[config.mk]
export PLATFORM = sky130hd
export DESIGN_NAME = req_ack_responder
export DESIGN_NICKNAME = d
export VERILOG_FILES = /design/src/rtl/req_ack_pkg.sv /design/src/rtl/req_delay_line.sv /design/src/rtl/req_ack_responder.sv
export SDC_FILE = /design/constraint.sdc
export NUM_CORES = 1
export LEC_CHECK = 0
export CORE_AREA = 2 2 39 41
export CTS_CLUSTER_SIZE = 25
export DETAILED_ROUTE_END_ITERATION = 10
export DIE_AREA = 0 0 41 43
export PLACE_DENSITY = 0.58
export SLEW_MARGIN = 5
export SYNTH_ARGS = -nofsm -noshare
export SYNTH_HDL_FRONTEND = slang
export SYNTH_SLANG_ARGS = --single-unit
[constraint.sdc]
create_clock -name clk -period 2.5 [get_ports clk]
set_input_delay 0.75 -clock clk [delete_from_list [all_inputs] [get_ports clk]]
set_output_delay 0.75 -clock clk [all_outputs]
set_load 0.005 [all_outputs]
[src/rtl/req_ack_pkg.sv]
// Shared types and constants for the request/acknowledge responder.
package req_ack_pkg;

  localparam int unsigned PEND_W      = 4;
  localparam int unsigned LATENCY_MAX = 7;

  typedef enum logic [1:0] {
    IDLE = 2'd0,
    BUSY = 2'd1,
    FULL = 2'd2
  } state_e;

  // Responder state implied by a given pending-ack count.
  function automatic state_e state_of(input logic [PEND_W-1:0] cnt,
                                      input logic [PEND_W-1:0] max_cnt);
    if (cnt == '0)
      return IDLE;
    else if (cnt == max_cnt)
      return FULL;
    else
      return BUSY;
  endfunction

endpackage

[src/rtl/req_delay_line.sv]
// Fixed-depth request delay line; depth 0 is a reset-gated pass-through.
module req_delay_line #(
  parameter int unsigned DEPTH = 1
) (
  input  logic clk_i,
  input  logic rst_i,
  input  logic d_i,
  output logic q_o
);

  if (DEPTH == 0) begin : g_pass
    // A request presented during reset never becomes eligible.
    assign q_o = d_i & ~rst_i;
  end else begin : g_shift
    logic [DEPTH-1:0] shift_q;

    // Shift sampled requests one stage per cycle; reset drops everything in flight.
    always_ff @(posedge clk_i) begin
      if (rst_i) begin
        shift_q <= '0;
      end else begin
        shift_q[0] <= d_i;
        for (int unsigned i = 1; i < DEPTH; i++) begin
          shift_q[i] <= shift_q[i-1];
        end
      end
    end

    assign q_o = shift_q[DEPTH-1];
  end

endmodule

[src/rtl/req_ack_responder.sv]
// Request/acknowledge responder: delays each request, then acks it or
// queues it in a saturating pending counter drained while hold is low.
module req_ack_responder
  import req_ack_pkg::*;
#(
  parameter int unsigned LATENCY  = 1,
  parameter int unsigned MAX_PEND = 4
) (
  input  logic              clk,
  input  logic              rst,
  input  logic              req,
  input  logic              hold,
  output logic              ack,
  output logic [PEND_W-1:0] pend_cnt,
  output logic [1:0]        state,
  output logic              overflow
);

  localparam int unsigned       DEPTH   = (LATENCY > LATENCY_MAX) ? LATENCY_MAX : LATENCY;
  localparam logic [PEND_W-1:0] MAX_CNT = PEND_W'(MAX_PEND);
  localparam logic [PEND_W-1:0] ONE     = PEND_W'(1);

  logic              arr;
  logic              ack_c;
  logic [PEND_W-1:0] pend_q, pend_d;
  state_e            state_q, state_d;
  logic              overflow_q, overflow_d;

  req_delay_line #(
    .DEPTH (DEPTH)
  ) u_delay (
    .clk_i (clk),
    .rst_i (rst),
    .d_i   (req),
    .q_o   (arr)
  );

  // Ack/backlog decision: drain the backlog first, otherwise ack the arrival directly.
  always_comb begin
    ack_c      = ~rst & ~hold & ((pend_q != '0) | arr);
    pend_d     = pend_q;
    overflow_d = overflow_q;
    if (ack_c) begin
      // Arrival alongside a backlog ack replaces the acked entry: count unchanged.
      if ((pend_q != '0) && !arr) begin
        pend_d = pend_q - ONE;
      end
    end else if (arr) begin
      if (pend_q == MAX_CNT) begin
        overflow_d = 1'b1;
      end else begin
        pend_d = pend_q + ONE;
      end
    end
    state_d = state_of(pend_d, MAX_CNT);
  end

  // Responder FSM with registered count, state and sticky overflow.
  always_ff @(posedge clk) begin
    if (rst) begin
      pend_q     <= '0;
      state_q    <= IDLE;
      overflow_q <= 1'b0;
    end else begin
      pend_q     <= pend_d;
      state_q    <= state_d;
      overflow_q <= overflow_d;
    end
  end

  assign ack      = ack_c;
  assign pend_cnt = pend_q;
  assign state    = state_q;
  assign overflow = overflow_q;

  a_no_ack_on_hold: assert property (@(posedge clk) ack |-> !hold);
  a_pend_bounded:   assert property (@(posedge clk) pend_q <= MAX_CNT);

  if (LATENCY == 0) begin : g_lat0_assert
    a_direct_ack: assert property (@(posedge clk) disable iff (rst)
                                   (req && !hold && pend_q == '0) |-> ack);
  end

endmodule

Word-level counts from Yosys, hierarchy flattened

Cells that the tools add are included.

Input bits: 4
Bits in registers: 8

Reduce and logical (&&, ||, !) cells: 6
Add/sub/neg operators: 2
Muxes and demuxes: 5
Bitwise operators: 6
Equal/unequal tests: 2

Operator list:

| operator                                                               | number |
|---|---|
| 4-bit two-way mux                                                      | 4 |
| 4-bit by 3-bit equality test with 1-bit output (second input constant) | 2 |
| 4-bit by 1-bit adder with 4-bit output (second input constant)         | 1 |
| 4-bit logical NOT                                                      | 1 |
| 4-bit nonzero test                                                     | 1 |
| 4-bit by 1-bit subtractor with 4-bit output (second input constant)    | 1 |
| 1-bit NOT                                                              | 3 |
| 3-bit AND reduction                                                    | 1 |
| 1-bit bitwise AND                                                      | 2 |
| 2-bit two-way mux                                                      | 1 |
| 2-bit OR reduction                                                     | 1 |
| 1-bit logical AND                                                      | 1 |
| 1-bit logical NOT                                                      | 1 |
| 1-bit bitwise OR                                                       | 1 |

Logic depth before layout (Yosys ltp)

Depth after elaboration: 6
Gate-level depth with buffers: 6
Depth with buffers taken out: 6

Cells and area by module

A second synthesis with hierarchy kept.

Cell total of the unflattened synthesis: 55
Area total of the unflattened synthesis: 467.9 µm²

Modules (own cells, without submodules):

| module            | cells an instance | area each (µm²) | instances |
|---|---|---|---|
| req_ack_responder | 53                | 434.2           | 1 |
| req_delay_line    | 2                 | 33.8            | 1 |

Worst setup path before layout

Ideal clock, no wire load.

Kind: input to output
Start: input port rst
End: output port ack
Data required time: 1.750 ns
Stages: 3
Slack: 0.479 ns
Arrival time: 1.271 ns
Path through: buf_2 -> nor2_1 -> o21a_1

Cells in the longest elaborated chain, start to end: 3

RTL lines:

| item                           | line                    | RTL |
|---|---|---|
| start, declared                | req_ack_responder.sv:10 | `input logic rst,` |
| 1-bit NOT                      | req_ack_responder.sv:40 | `ack_c = ~rst & ~hold & ((pend_q != '0) \| arr);` |
| 1-bit bitwise AND (2 in a row) | req_ack_responder.sv:40 |  |
| end, declared                  | req_ack_responder.sv:13 | `output logic ack,` |

Every way passes these cells.

Final worst setup path

Same ends and word-level chain as after synthesis.

==> impl_metrics.toml <==
[run_status]
status = "complete, no violations"

[yosys]
synthMuxAreaShare_pct = 2.247
synth_compound_area_share_pct = 21.63
synth-xor-area-share_pct = 1.966
synth_simple_gate_area_share_pct = 28.65
synthAdderAreaFrac_pct = 5.618
yosys_warnings = 0
synth_top_family_by_area = "simple AND/OR/NAND/NOR gates"
ys_ff_latch = 8
synth.cell_area_um2 = 445.4
synthesis.nets = 55
yosysSeqAreaShare_pct = 35.96
synthDistinctLibCells = 28
syn_inst = 49
syn_area_per_cell_um2 = 9.090

[clocking]
cts.sinks = 8
clkLatencyLatePin_ps = 250
htreeDepth = 1
root_buffer = "clkbuf_4"
numCtsBuffers = 3
clockBufferDepth = 2
cts_setup_buffers = 0
cts.clk_slew.worst_paths_ps = 50
cts_tree = "yes"

[grt]
grt_use_total_pct = 13.98
antenna_found_initial = 0
grt_max_degree = 12
grt_pass1_wl_um = 1642
first_global_vias = 410
overflow = 0

[detailed_routing]
dr.pass1.iters = 2
postRouteAntennaNets = 0
drc = 0
drt-total-wl_um = 941
dr_total_vias = 417
drt-wirelength-per-cell_um = 11.34
drt_iter0_drc = 2
via_per_inst = 5.024

[layout]
fillers = 149
final-instance-count-excl-fill = 83
drive_above_1_share_pct = 23.88
insertedDiodeCount = 0
multi_input_area_um2 = 270.3
finalNetCount = 75
syn2layout_area_growth_pct = 42.42
final-seq-area_um2 = 160.2

[worst_setup_path]
crit_family = "buffers and inverters"
critPathMaxStageDelay_ps = 430
cp.arrival_ps = 1650
end_kind = "output pin"
critical_path_class = "primary input to output pin"
required_ps = 1750
startpoint_type = "primary input"
cp_slowest_cell = "clkdlybuf4s50_1"
critPathBufInv = 2
crit_chain = "clkdlybuf4s50_1 > nor2_2 > o21a_1 > dlygate4sd2_1"
cp_max_fo = 2

[die]
rows = 14
die_area_mm2 = 0.001763
die_x_um = 41
core_area_mm2 = 0.001384
start_util_pct = 32.19
ios = 12
die_y_um = 43

[place]
dp.cells = 80
portBuffers = 11
place_congestion = 0.6826
hpwlAfterDp_um = 715.1

[min_path]
hp-class = "flop to flop"

[sta]
worstMarginPinSlew_ps = 283.9
holdWs_ps = 462.6
grt_setup_unrepaired = "no"
hold_viol = 0
post-route-period-util_pct = 96.19
worst_clock_skew_ps = 0.9310
period_minus_slack_ps = 2405
finalSetupViolCount = 0
max_freq_ghz = 0.4159
relSlewSlack_pct = 81.05
slew_viol_final = 0

[run]
drv_cap = 0

[power_and_ir_drop]
p_per_area_mw_per_mm2 = 532.6
ir_worst_vdd_mv = 0.3483
leakagePower_uw = 0.0002710
[where the power goes]
group / internal (uW) / switching (uW)
sequential: 137 / 7.24
combinational: 55.5 / 42.8
clock: 54.7 / 40.9
total: 247 / 90.9
[registers in the layout, indices dropped and copies added, names as in the netlist]
name and count:
state 2, pend_cnt 4, u_delay.q_o 1, overflow 1
[stage by stage]
step	worst slack [ps]	instance area (um^2)	power, uW	setup TNS, ps	utilization, %
finish	95.31	634.4	337.9	0	45.84
global placement	-193.0	610.6	244.2	-198.9	44.12
floorplan	478.6	445.4	200.2	0	-
detailed placement	-189.1	610.6	244.8	-199.4	44.12
CTS	78.15	631.9	341.2	0	45.66
global route	29.33	634.4	359.5	0	45.84
[cell usage in the layout (no fill, tap or decap), types with 2 or more instances in the layout]
master           instances
buf_4                    6
clkbuf_4                 3
clkdlybuf4s50_1         10
dfxtp_1                  8
ha_1                     2
inv_1                    2
nand3_1                  2
nor2_1                   8
o21a_1                   2
or3_1                    2
[synth_stat cells]
library cell  count  share of area (%)
a21oi_1           1                1.1
xnor2_1           1                2.0
nor2b_1           1                1.4
inv_1             2                1.7
dfxtp_1           8                 36
nor3_2            1                2.2
nor2_1            9                7.6
and3b_2           1                2.2
or3_1             2                2.8
o21a_1            2                3.4
or3b_4            1                2.5
ha_1              2                5.6
a31oi_1           1                1.4
a21o_2            1                2.0
and3_4            1                2.5
o21ai_0           1                1.1
o211a_1           1                2.2
nand3_1           2                2.2
o22ai_1           1                1.4
and4_1            1                2.0
o31a_1            1                2.0
a2bb2oi_1         1                2.0
mux2i_1           1                2.2
or2b_1            1                1.7
buf_2             2                2.2
a221oi_2          1                3.4
nand4_1           1                1.4
o211ai_1          1                1.7
[tightest hold or removal path: cells and delay by family, from the launching register on]
family           cells  cell delay [ps]
flip-flops           1              320
AND/OR/NAND/NOR      2              120
[path summary, 6_finish.rpt]
path / from / end / slack (ps) / cells after the start
worst max-delay path: rst / ack / 100 / 4
worst min-delay path: overflow$_SDFFE_PP0P_ / overflow$_SDFFE_PP0P_ / 460 / 2
worst max register to register: pend_cnt[1]$_SDFF_PP0_ / state[1]$_SDFF_PP0_ / 770 / 6
worst min register to register: overflow$_SDFFE_PP0P_ / overflow$_SDFFE_PP0P_ / 460 / 2
[layer usage]
metal	vias to the layer above	GRT usage, %	share of wire (%)
li1	216	-	-
met1	187	17.15	46
met2	12	20.31	47
met3	2	3.141	3.7
met4	0	10.00	2.3
met5	-	0	0
[repair_timing]
item / 4_1_cts / 5_1_grt
gates resized for setup: 1 / 1
pin swaps: 1 / 0
hold buffers: 0 / 0
setup endpoints to repair: 1 / 1
cloned: 0 / 0
[cells by family after synthesis]
| kind of cell | after synthesis |
|---|---|
| AOI/OAI and AO/OA | 12 |
| xor gates and xnor gates | 1 |
| adders and majority gates | 2 |
| buffers and inverters | 4 |
| DFF | 8 |
| muxes | 1 |
| and+or+nand+nor | 21 |
[final cells by class]
type | instances | area share [%]
Multi-Input combinational cell | 37 | 42.60
Inverter | 2 | 1.183
Timing Repair Buffer | 17 | 24.26
Tap cell | 16 | 3.156
Clock buffer | 3 | 3.550
Sequential cell | 8 | 25.25
Note: power is estimated with default switching activity, not from simulation.
